===== src/rtl/axil_reg_bridge_pkg.sv =====
// Shared response codes and helpers for the AXI4-Lite to register-bus bridge.
package axil_reg_bridge_pkg;

    localparam logic [1:0] RESP_OKAY   = 2'b00;
    localparam logic [1:0] RESP_SLVERR = 2'b10;

    function automatic logic [1:0] err_to_resp(input logic err);
        return err ? RESP_SLVERR : RESP_OKAY;
    endfunction

endpackage


===== src/rtl/axil_reg_sync_fifo.sv =====
// Single-clock FIFO, registered or fall-through; overflow/underflow assertions
// are compiled in only when AXIL_REG_BRIDGE_ASSERT_EN is defined.
module axil_reg_sync_fifo #(
    parameter int unsigned DEPTH        = 2,
    parameter bit          FALL_THROUGH = 1'b0,
    parameter type         T            = logic
) (
    input  logic clk_i,
    input  logic rst_ni,
    output logic full_o,
    output logic empty_o,
    input  logic push_i,
    input  logic pop_i,
    input  T     data_i,
    output T     data_o
);

    localparam int unsigned      PTR_W    = (DEPTH > 1) ? $clog2(DEPTH) : 1;
    localparam int unsigned      CNT_W    = $clog2(DEPTH + 1);
    localparam logic [PTR_W-1:0] LAST_PTR = PTR_W'(DEPTH - 1);
    localparam logic [CNT_W-1:0] FULL_CNT = CNT_W'(DEPTH);

    T                 r_mem [DEPTH];
    logic [PTR_W-1:0] r_rd_ptr;
    logic [PTR_W-1:0] r_wr_ptr;
    logic [CNT_W-1:0] r_count;

    logic w_is_empty;
    logic w_bypass;
    logic w_pop;
    logic w_pop_mem;
    logic w_push;

    assign w_is_empty = (r_count == '0);
    assign w_bypass   = FALL_THROUGH && w_is_empty;
    assign full_o     = (r_count == FULL_CNT);
    assign empty_o    = w_is_empty && !(FALL_THROUGH && push_i);
    assign data_o     = w_bypass ? data_i : r_mem[r_rd_ptr];

    // A bypassed entry popped in the same cycle never touches storage.
    assign w_pop     = pop_i && !empty_o;
    assign w_pop_mem = w_pop && !w_bypass;
    assign w_push    = push_i && (!full_o || w_pop_mem) && !(w_bypass && w_pop);

    // NOTE: sequential state uses non-blocking assignments so every flop samples pre-edge values.
    always_ff @(posedge clk_i or negedge rst_ni) begin
        if (!rst_ni) begin
            r_rd_ptr <= '0;
            r_wr_ptr <= '0;
            r_count  <= '0;
        end else begin
            if (w_push)
                r_wr_ptr <= (r_wr_ptr == LAST_PTR) ? '0 : r_wr_ptr + 1'b1;
            if (w_pop_mem)
                r_rd_ptr <= (r_rd_ptr == LAST_PTR) ? '0 : r_rd_ptr + 1'b1;
            if (w_push && !w_pop_mem)
                r_count <= r_count + 1'b1;
            else if (!w_push && w_pop_mem)
                r_count <= r_count - 1'b1;
        end
    end

    // NOTE: storage is not reset; the count guards every read, so reset only costs area.
    always_ff @(posedge clk_i) begin
        if (w_push)
            r_mem[r_wr_ptr] <= data_i;
    end

`ifdef AXIL_REG_BRIDGE_ASSERT_EN
    a_no_overflow: assert property (@(posedge clk_i) disable iff (!rst_ni)
        !(push_i && full_o && !pop_i));
    a_no_underflow: assert property (@(posedge clk_i) disable iff (!rst_ni)
        !(pop_i && empty_o));
`endif

endmodule


===== src/rtl/axil_reg_bridge.sv =====
// AXI4-Lite slave to single-outstanding register-bus master with round-robin
// read/write arbitration. Define AXIL_REG_BRIDGE_ASSERT_EN for simulation checks.
module axil_reg_bridge
    import axil_reg_bridge_pkg::*;
#(
    parameter int unsigned ADDR_WIDTH   = 32,
    parameter int unsigned DATA_WIDTH   = 32,
    parameter int unsigned BUFFER_DEPTH = 2,
    parameter int unsigned DECOUPLE_W   = 1
) (
    input  logic                    clk_i,
    input  logic                    rst_ni,
    input  logic [ADDR_WIDTH-1:0]   aw_addr_i,
    input  logic                    aw_valid_i,
    output logic                    aw_ready_o,
    input  logic [DATA_WIDTH-1:0]   w_data_i,
    input  logic [DATA_WIDTH/8-1:0] w_strb_i,
    input  logic                    w_valid_i,
    output logic                    w_ready_o,
    output logic [1:0]              b_resp_o,
    output logic                    b_valid_o,
    input  logic                    b_ready_i,
    input  logic [ADDR_WIDTH-1:0]   ar_addr_i,
    input  logic                    ar_valid_i,
    output logic                    ar_ready_o,
    output logic [DATA_WIDTH-1:0]   r_data_o,
    output logic [1:0]              r_resp_o,
    output logic                    r_valid_o,
    input  logic                    r_ready_i,
    output logic                    reg_valid_o,
    output logic [ADDR_WIDTH-1:0]   reg_addr_o,
    output logic                    reg_write_o,
    output logic [DATA_WIDTH-1:0]   reg_wdata_o,
    output logic [DATA_WIDTH/8-1:0] reg_wstrb_o,
    input  logic                    reg_ready_i,
    input  logic [DATA_WIDTH-1:0]   reg_rdata_i,
    input  logic                    reg_error_i
);

    localparam int unsigned STRB_WIDTH = DATA_WIDTH / 8;

    typedef struct packed {
        logic [ADDR_WIDTH-1:0] addr;
        logic                  write;
    } req_t;

    typedef struct packed {
        logic [ADDR_WIDTH-1:0] addr;
        logic [DATA_WIDTH-1:0] data;
        logic [STRB_WIDTH-1:0] strb;
    } wentry_t;

    typedef struct packed {
        logic [DATA_WIDTH-1:0] data;
        logic                  error;
    } rresp_t;

    logic                  w_wf_full, w_wf_empty, w_wf_push, w_wf_pop;
    wentry_t               w_wf_in, w_wf_head;
    logic                  w_af_full, w_af_empty, w_af_push, w_af_pop;
    logic [ADDR_WIDTH-1:0] w_af_head;
    logic                  w_bf_full, w_bf_empty, w_bf_push, w_bf_pop;
    logic                  w_bf_head;
    logic                  w_rf_full, w_rf_empty, w_rf_push, w_rf_pop;
    rresp_t                w_rf_in, w_rf_head;

    logic w_write_valid, w_read_valid, w_grant_write, w_hs;
    req_t w_req;
    logic r_prio_write, r_hold, r_grant_write;

    assign aw_ready_o = aw_valid_i && w_valid_i && !w_wf_full;
    assign w_ready_o  = aw_ready_o;
    assign w_wf_push  = aw_ready_o;
    assign w_wf_in    = '{addr: aw_addr_i, data: w_data_i, strb: w_strb_i};

    assign ar_ready_o = !w_af_full;
    assign w_af_push  = ar_valid_i && ar_ready_o;

    // Response space is reserved before issue, so a handshake can always push.
    assign w_write_valid = !w_wf_empty && !w_bf_full;
    assign w_read_valid  = !w_af_empty && !w_rf_full;

    // NOTE: every always_comb output gets a default first so no path infers a latch.
    always_comb begin
        w_grant_write = w_write_valid;
        if (r_hold)
            w_grant_write = r_grant_write;
        else if (w_write_valid && w_read_valid)
            w_grant_write = r_prio_write;
        w_req.write = w_grant_write;
        w_req.addr  = w_grant_write ? w_wf_head.addr : w_af_head;
    end

    assign reg_valid_o = w_write_valid || w_read_valid;
    assign reg_addr_o  = w_req.addr;
    assign reg_write_o = w_req.write;
    assign reg_wdata_o = w_wf_head.data;
    assign reg_wstrb_o = w_wf_head.strb;
    assign w_hs        = reg_valid_o && reg_ready_i;

    always_ff @(posedge clk_i or negedge rst_ni) begin
        if (!rst_ni) begin
            r_prio_write  <= 1'b1;
            r_hold        <= 1'b0;
            r_grant_write <= 1'b0;
        end else begin
            r_hold        <= reg_valid_o && !reg_ready_i;
            r_grant_write <= w_grant_write;
            if (w_hs)
                r_prio_write <= !w_grant_write;
        end
    end

    assign w_wf_pop  = w_hs && w_grant_write;
    assign w_af_pop  = w_hs && !w_grant_write;
    assign w_bf_push = w_wf_pop;
    assign w_rf_push = w_af_pop;
    assign w_rf_in   = '{data: reg_rdata_i, error: reg_error_i};

    assign b_valid_o = !w_bf_empty;
    assign b_resp_o  = err_to_resp(w_bf_head);
    assign w_bf_pop  = b_valid_o && b_ready_i;

    assign r_valid_o = !w_rf_empty;
    assign r_data_o  = w_rf_head.data;
    assign r_resp_o  = err_to_resp(w_rf_head.error);
    assign w_rf_pop  = r_valid_o && r_ready_i;

    axil_reg_sync_fifo #(.DEPTH(BUFFER_DEPTH), .FALL_THROUGH(DECOUPLE_W == 0), .T(wentry_t)) u_wfifo (
        .clk_i(clk_i), .rst_ni(rst_ni), .full_o(w_wf_full), .empty_o(w_wf_empty),
        .push_i(w_wf_push), .pop_i(w_wf_pop), .data_i(w_wf_in), .data_o(w_wf_head)
    );

    axil_reg_sync_fifo #(.DEPTH(BUFFER_DEPTH), .FALL_THROUGH(1'b0), .T(logic [ADDR_WIDTH-1:0])) u_arfifo (
        .clk_i(clk_i), .rst_ni(rst_ni), .full_o(w_af_full), .empty_o(w_af_empty),
        .push_i(w_af_push), .pop_i(w_af_pop), .data_i(ar_addr_i), .data_o(w_af_head)
    );

    axil_reg_sync_fifo #(.DEPTH(BUFFER_DEPTH), .FALL_THROUGH(1'b0), .T(logic)) u_bfifo (
        .clk_i(clk_i), .rst_ni(rst_ni), .full_o(w_bf_full), .empty_o(w_bf_empty),
        .push_i(w_bf_push), .pop_i(w_bf_pop), .data_i(reg_error_i), .data_o(w_bf_head)
    );

    axil_reg_sync_fifo #(.DEPTH(BUFFER_DEPTH), .FALL_THROUGH(1'b0), .T(rresp_t)) u_rfifo (
        .clk_i(clk_i), .rst_ni(rst_ni), .full_o(w_rf_full), .empty_o(w_rf_empty),
        .push_i(w_rf_push), .pop_i(w_rf_pop), .data_i(w_rf_in), .data_o(w_rf_head)
    );

`ifdef AXIL_REG_BRIDGE_ASSERT_EN
    initial begin
        assert (BUFFER_DEPTH > 0) else $fatal(1, "BUFFER_DEPTH must be > 0");
        assert (ADDR_WIDTH > 0) else $fatal(1, "ADDR_WIDTH must be > 0");
        assert (DATA_WIDTH > 0) else $fatal(1, "DATA_WIDTH must be > 0");
        assert (DATA_WIDTH % 8 == 0) else $fatal(1, "DATA_WIDTH must be a multiple of 8");
    end

    a_req_stable: assert property (@(posedge clk_i) disable iff (!rst_ni)
        (reg_valid_o && !reg_ready_i) |=> ($stable(reg_addr_o) && $stable(reg_write_o)));
`endif

endmodule


===== config.mk =====
export PLATFORM = sky130hd
export DESIGN_NAME = axil_reg_bridge
export DESIGN_NICKNAME = d
export VERILOG_FILES = /design/src/rtl/axil_reg_bridge_pkg.sv /design/src/rtl/axil_reg_sync_fifo.sv /design/src/rtl/axil_reg_bridge.sv
export SDC_FILE = /design/constraint.sdc
export NUM_CORES = 1
export LEC_CHECK = 0
export CAP_MARGIN = 20
export CORE_UTILIZATION = 45
export CTS_BUF_LIST = sky130_fd_sc_hd__clkbuf_8 sky130_fd_sc_hd__clkbuf_16
export DETAILED_ROUTE_END_ITERATION = 8
export PLACE_DENSITY = 0.72
export REMOVE_ABC_BUFFERS = 1
export SLEW_MARGIN = 15
export SYNTH_ARGS = -nofsm -noshare
export SYNTH_HDL_FRONTEND = slang
export SYNTH_SLANG_ARGS = --single-unit

===== constraint.sdc =====
create_clock -name clk_i -period 6.5 [get_ports clk_i]
set_clock_uncertainty 0.2 [all_clocks]
set_input_delay 1.95 -clock clk_i [delete_from_list [all_inputs] [get_ports clk_i]]
set_output_delay 1.95 -clock clk_i [all_outputs]
set_load 0.03 [all_outputs]

==> results.json, run 1 <==
{
  "ioPinCount": 252,
  "clkTransAtPathRegs_ps": 60,
  "cp_max_fo": 34,
  "worstPathArrival_ps": 3590,
  "cts-resized-gates": 0,
  "grt-ovfl-total": 0,
  "status": "complete, no violations",
  "grt_usage": 0.182,
  "cts_buffers": 29,
  "coreArea_um2": 23700,
  "cts_max_level": 1,
  "post_cts_buffers": 0,
  "clock_latency_ps": 520,
  "first_pass_iters": 4,
  "startpoint_type": "flip-flop",
  "die_area_um2": 25100,
  "io_buffers": 249,
  "r2r_slack_ps": 3820,
  "num_vias": 5982,
  "viasPerCell": 5.01,
  "grt_pass1_wl_um": 34500,
  "max_slew_margin": 0.287,
  "drt_iter0_markers": 239,
  "drive_above_1_share": 0.172,
  "start_util": 0.464,
  "die_w_um": 158,
  "leakage_nw": 5.06,
  "layout.nets": 994,
  "layout_common_cells": "edfxtp_1, clkdlybuf4s50_1, mux2_2, a21oi_1, nor2b_1",
  "wire_per_inst_um": 19.2,
  "max_slew.worst_pin.slew_ps": 1070,
  "ys_seq_area_frac": 0.776,
  "layout_commonest_cell": "edfxtp_1",
  "synth-main-ff-cell": "edfxtp_1",
  "areaGrowthSynthToFinish_pct": 34.4,
  "cts_sinks": 287,
  "fin_crit_sh": 0.883,
  "dpl.hpwl_um": 15100,
  "root_buffer": "clkbuf_16",
  "yosys_warnings": 0,
  "antenna_found_initial": 4,
  "place_inst": 1136,
  "cts_tree": "built",
  "worst_setup_path_end_kind": "output pin",
  "final_cell_area_um2": 14800,
  "cts.path.max_buffers": 3,
  "r2r_cells": 4,
  "ys_seq_elements": 287,
  "rsz0062_at_grt": "no",
  "cts_hold_buf": 0,
  "grt_max_degree": 89,
  "drc": 0,
  "instances_no_fill": 1193,
  "ir_drop_mv": 0.295,
  "synth.cell_area_um2": 11000,
  "drv_cap": 0,
  "drt-total-wl_um": 22900,
  "hold_class": "reg -> reg",
  "fin_util": 0.624,
  "syn_inst": 591,
  "fillCellCount": 1749,
  "fmax_ghz": 0.174,
  "period_needed_ps": 5740,
  "r2r-start": "u_wfifo.r_count[0]",
  "ys_async_sr_fraction": 0.0662,
  "final-hold-violation-count": 0,
  "hold_depth": 1,
  "synth_edf_count": 268,
  "powerDensity_nw_per_um2": 507,
  "postRouteAntennaNets": 0,
  "whs_endpoint": "u_bfifo.r_rd_ptr",
  "fp-row-count": 56,
  "post_dp_cell_area_um2": 13800,
  "finalPower_mw": 7.49,
  "timing.rr.end": "u_wfifo.r_mem[0][41]",
  "hp-start": "u_bfifo.r_rd_ptr",
  "grt_pass1_vias": 6369,
  "cp.required_ps": 4350,
  "die_y_um": 158,
  "syn_area_per_cell_um2": 18.6,
  "finalMaxSlewViolations": 0,
  "ys_types": 36,
  "place.gp.congestion": 0.771,
  "finalSetupViolations": 0,
  "crit_type": "reg -> out"
}
## cells in the mapped netlist, drive strengths merged, types with 3 or more instances
master	number	share of area
edfxtp	268	0.73
mux2	70	0.072
nor2b	37	0.021
a21oi	35	0.016
a211oi	33	0.030
mux2i	33	0.030
buf	18	0.0099
dfrtp	18	0.041
clkbuf	13	0.0044
xor2	11	0.0088
nor2	10	0.0034
xnor2	9	0.0072
nand2	7	0.0024
ha	4	0.0046
inv	4	0.0014
and2	3	0.0017
nand2b	3	0.0017
or2	3	0.0019
## report_power, final
part	internal [mW]	switching (mW)	leakage, nW
Clock	0.924	0.657	0.482
Combinational	1.36	1.86	1.90
Sequential	2.45	0.249	2.68
Total	4.73	2.76	5.06
## worst max-delay path: stages (launching register included)
cell	delay [ps]
dfrtp_1	440
nor2_1	290
a311oi_2	130
mux2i_4	650
buf_4	510
a211oi_1	120
a21oi_1	190
clkdlybuf4s50_1	700
## sequential cells by signal (all words and copies together) (netlist names)
| name | count |
|---|---|
| r_grant_write | 1 |
| r_hold | 1 |
| r_prio_write | 1 |
| u_arfifo.r_count | 2 |
| u_arfifo.r_mem | 64 |
| u_arfifo.r_rd_ptr | 1 |
| u_arfifo.r_wr_ptr | 1 |
| u_bfifo.r_count | 2 |
| u_bfifo.r_mem | 2 |
| u_bfifo.r_rd_ptr | 1 |
| u_bfifo.r_wr_ptr | 1 |
| u_rfifo.r_count | 2 |
| u_rfifo.r_mem | 66 |
| u_rfifo.r_rd_ptr | 1 |
| u_rfifo.r_wr_ptr | 1 |
| u_wfifo.r_count | 2 |
| u_wfifo.r_mem | 136 |
| u_wfifo.r_rd_ptr | 1 |
| u_wfifo.r_wr_ptr | 1 |
## worst max path at each step
| stage | startpoint | end | slack (ps) | cells past startpoint |
|---|---|---|---|---|
| after global placement | aw_valid_i | aw_ready_o | 810 | 4 |
| after global routing | u_wfifo.r_count[0] | reg_addr_o[11] | 460 | 7 |
| after detailed placement | w_valid_i | aw_ready_o | 790 | 4 |
| final | u_wfifo.r_count[0] | reg_addr_o[9] | 760 | 7 |
| after floorplan | aw_valid_i | u_wfifo.r_mem[0][0] | -360 | 3 |
| after CTS | u_wfifo.r_count[0] | reg_addr_o[3] | 640 | 7 |
## routing by layer
| metal | track usage | wire, um | up-vias | share of wire |
|---|---|---|---|---|
| met1 | 0.213 | 9030 | 2888 | 0.39 |
| met2 | 0.316 | 11100 | 250 | 0.48 |
| met4 | 0.0449 | 511 | 2 | 0.022 |
| li1 | - | - | 2806 | - |
| met5 | 0 | 13 | - | 0.00057 |
| met3 | 0.0678 | 2260 | 36 | 0.099 |
## metrics by stage
step	worst slack, ps	TNS (ps)	hold WS, ps
2_1_floorplan	-359	-29150	248
3_3_place_gp	811	0	263
3_5_place_dp	790	0	275
4_1_cts	640	0	292
5_1_grt	462	0	309
6_report	763	0	289
## cell families after synthesis
kind of cell             share of synthesized area
other                                     0.000341
XOR/XNOR                                    0.0159
flip-flops                                   0.776
AND/OR/NAND/NOR                             0.0339
multiplexers                                 0.102
buffers and inverters                       0.0157
adder cells (fa/ha/maj)                    0.00455
AO/OA/AOI/OAI                               0.0521
## area by class of cell
type                    count  area, um2  share of cell area
flip-flops and latches    287       8530               0.578
repair buffers            257       2580               0.175
multi-input cells         270       2330               0.158
clock buffers              29        726              0.0491
well taps                 319        399              0.0270
clock inverters            24        183              0.0124
inverters                   4       15.0             0.00102
diodes                      3       7.51            0.000508
Note: power is estimated with default switching activity, not from simulation.
==> run 2, diff against run 1 <==
--- a/config.mk
+++ b/config.mk
@@ -9,7 +9,7 @@
 export CORE_UTILIZATION = 45
 export CTS_BUF_LIST = sky130_fd_sc_hd__clkbuf_8 sky130_fd_sc_hd__clkbuf_16
 export DETAILED_ROUTE_END_ITERATION = 8
-export PLACE_DENSITY = 0.72
+export PLACE_DENSITY = 0.73
 export REMOVE_ABC_BUFFERS = 1
 export SLEW_MARGIN = 15
 export SYNTH_ARGS = -nofsm -noshare
==> run 2 against run 1 <==
  * Count of clock-buffer cells in the layout is the same
  * Setup slack better by 9.5 ps
  * Fmax up 0.17%
  * Die area did not move
  * Critical path type is now in -> out
  * Global-route usage shrank 0.85 points
  * Core utilization shrank 0.10 points
  * Combinational power barely moved
  * Final area fell by 0.16%
  * Sequential share of layout area up 0.085 points
  * Hold slack worse by 14 ps
==> results.json, run 2 (synthesis results as in run 1) <==
{
  "status": "complete, no violations",
  "final_cell_area_um2": 14700,
  "diodes": 0,
  "finalPower_mw": 7.43,
  "drc": 0,
  "startpoint_type": "input port",
  "num_vias": 5930,
  "drv_cap": 0,
  "cts_tree": "built",
  "clkTransAtPathRegs_ps": 60,
  "largest_register": "u_wfifo.r_mem",
  "cp_top_family": "buffers and inverters",
  "layout.nets": 994,
  "leakage_nw": 5.03,
  "fmax_ghz": 0.175,
  "clock_latency_ps": 540,
  "antenna_found_initial": 4,
  "cts_sinks": 287,
  "hold_class": "reg -> reg",
  "grt_usage": 0.174,
  "comb_power_share": 0.434,
  "rsz0062_at_grt": "no",
  "grt_pass1_vias": 6013,
  "drive_above_1_share": 0.173,
  "ioPinCount": 252,
  "swShare": 0.373,
  "cpPeakStageDelay_ps": 770,
  "first_pass_iters": 4,
  "largest_reg_flops": 136,
  "ir_drop_mv": 0.305,
  "worst_setup_path_end_kind": "output pin",
  "hp-start": "u_rfifo.r_rd_ptr",
  "die_area_um2": 25100,
  "crit_buf_inv": 2,
  "crit_type": "in -> out",
  "dpl.hpwl_um": 13800,
  "cp_cell_sequence": "clkdlybuf4s50_1 -> nand2_1 -> a21oi_1 -> clkdlybuf4s50_1",
  "root_buffer": "clkbuf_16",
  "viasPerCell": 4.98,
  "fillCellCount": 1765,
  "cts.path.max_buffers": 3,
  "post_dp_cell_area_um2": 13800,
  "layout_commonest_cell": "edfxtp_1",
  "worstPathArrival_ps": 3580,
  "finalSetupViolations": 0,
  "r2r-start": "u_wfifo.r_count[1]",
  "io_buffers": 249,
  "place.gp.congestion": 0.744,
  "cts_max_level": 1,
  "cts-resized-gates": 0,
  "max_slew.worst_pin.slew_ps": 1010,
  "whs_ps": 275,
  "die_w_um": 158,
  "drt_iter0_markers": 285,
  "fin_crit_sh": 0.881,
  "cts_buffers": 29,
  "cp_max_fo": 5,
  "fp-row-count": 56,
  "start_util": 0.464,
  "post_cts_buffers": 0,
  "die_y_um": 158,
  "finalMaxSlewViolations": 0,
  "cellInternalPower_mw": 4.66,
  "crit_start": "aw_valid_i",
  "drt-total-wl_um": 21900,
  "layout_common_cells": "edfxtp_1, clkdlybuf4s50_1, mux2_2, a21oi_1, nor2b_1",
  "postRouteAntennaNets": 0,
  "final-hold-violation-count": 0,
  "seqPwrFrac": 0.360,
  "max_slew_margin": 0.326,
  "crit_path_top_delay_cell": "clkdlybuf4s50_1",
  "powerDensity_nw_per_um2": 504,
  "grt_pass1_wl_um": 32800,
  "grt_max_degree": 73,
  "p_sw_mw": 2.77,
  "grt-ovfl-total": 0,
  "power_frac_clock": 0.206,
  "cp.required_ps": 4350,
  "wire_per_inst_um": 18.4,
  "cpMostUsedCell": "clkdlybuf4s50_1",
  "period_needed_ps": 5730,
  "coreArea_um2": 23700,
  "cts_hold_buf": 0,
  "reg_top3": "u_wfifo.r_mem (136), u_rfifo.r_mem (66), u_arfifo.r_mem (64)",
  "areaGrowthSynthToFinish_pct": 34.2
}
[run 2: cell count changes in the layout (fill, tap and decap cells not counted), moves of 2 or more]
cell        change
diode_2         -3
clkinvlp_4      +3
clkinv_1        +2
buf_12          +3
inv_1           -3
bufinv_16       -2
[run 2: worst paths after layout]
| path | endpoint | slack [ps] | depth (start not counted) |
|---|---|---|---|
| worst max-delay path | w_ready_o | 770 | 4 |
| worst min-delay path | u_rfifo.r_rd_ptr | 280 | 1 |
| worst max register to register | u_rfifo.r_mem[0][11] | 3950 | 5 |
| worst min register to register | u_rfifo.r_rd_ptr | 280 | 1 |
| max in group asynchronous | u_wfifo.r_rd_ptr | 3740 | 1 |
| min in group asynchronous | r_grant_write | 1710 | 1 |
[run 2: final cells by class]
| cell class | instances | area (um2) | area share |
|---|---|---|---|
| Sequential cell | 287 | 8530 | 0.578 |
| Timing Repair Buffer | 257 | 2590 | 0.176 |
| Inverter | 4 | 15.0 | 0.00102 |
| Clock buffer | 29 | 726 | 0.0492 |
| Multi-Input combinational cell | 270 | 2330 | 0.158 |
| Clock inverter | 25 | 158 | 0.0107 |
| Tap cell | 319 | 399 | 0.0271 |
[run 2: metal layers]
layer | vias to the layer above | track usage | share of wire
li1 | 2804 | - | -
met1 | 2843 | 0.207 | 0.40
met2 | 237 | 0.284 | 0.46
met3 | 40 | 0.0806 | 0.12
met4 | 6 | 0.0449 | 0.022
met5 | - | 0 | 0.0017
[run 2: power groups by stage]
stage	clock [mW]	sequential (mW)	combinational, mW
global route	1.63	2.72	3.43
finish	1.53	2.67	3.23
CTS	1.57	2.72	3.22
detailed placement	0	2.75	3.20
global placement	0	2.73	3.18
floorplan	0	2.72	1.92
[run 2: through the flow]
stage | TNS [ps] | worst slack, ps | cells | util
2_1_floorplan | -29150 | -359 | 561 | -
3_3_place_gp | 0 | 832 | 1135 | 0.584
3_5_place_dp | 0 | 754 | 1135 | 0.584
4_1_cts | 0 | 754 | 1189 | 0.621
5_1_grt | 0 | 599 | 1191 | 0.623
6_report | 0 | 773 | 1191 | 0.623
[run 2: worst reg2reg max path: cells and delay by family, from the launching register on]
kind            cells  cell delay (ps)
simple gates        2              500
compound gates      2              640
flops               1              430
buf+inv             1              400
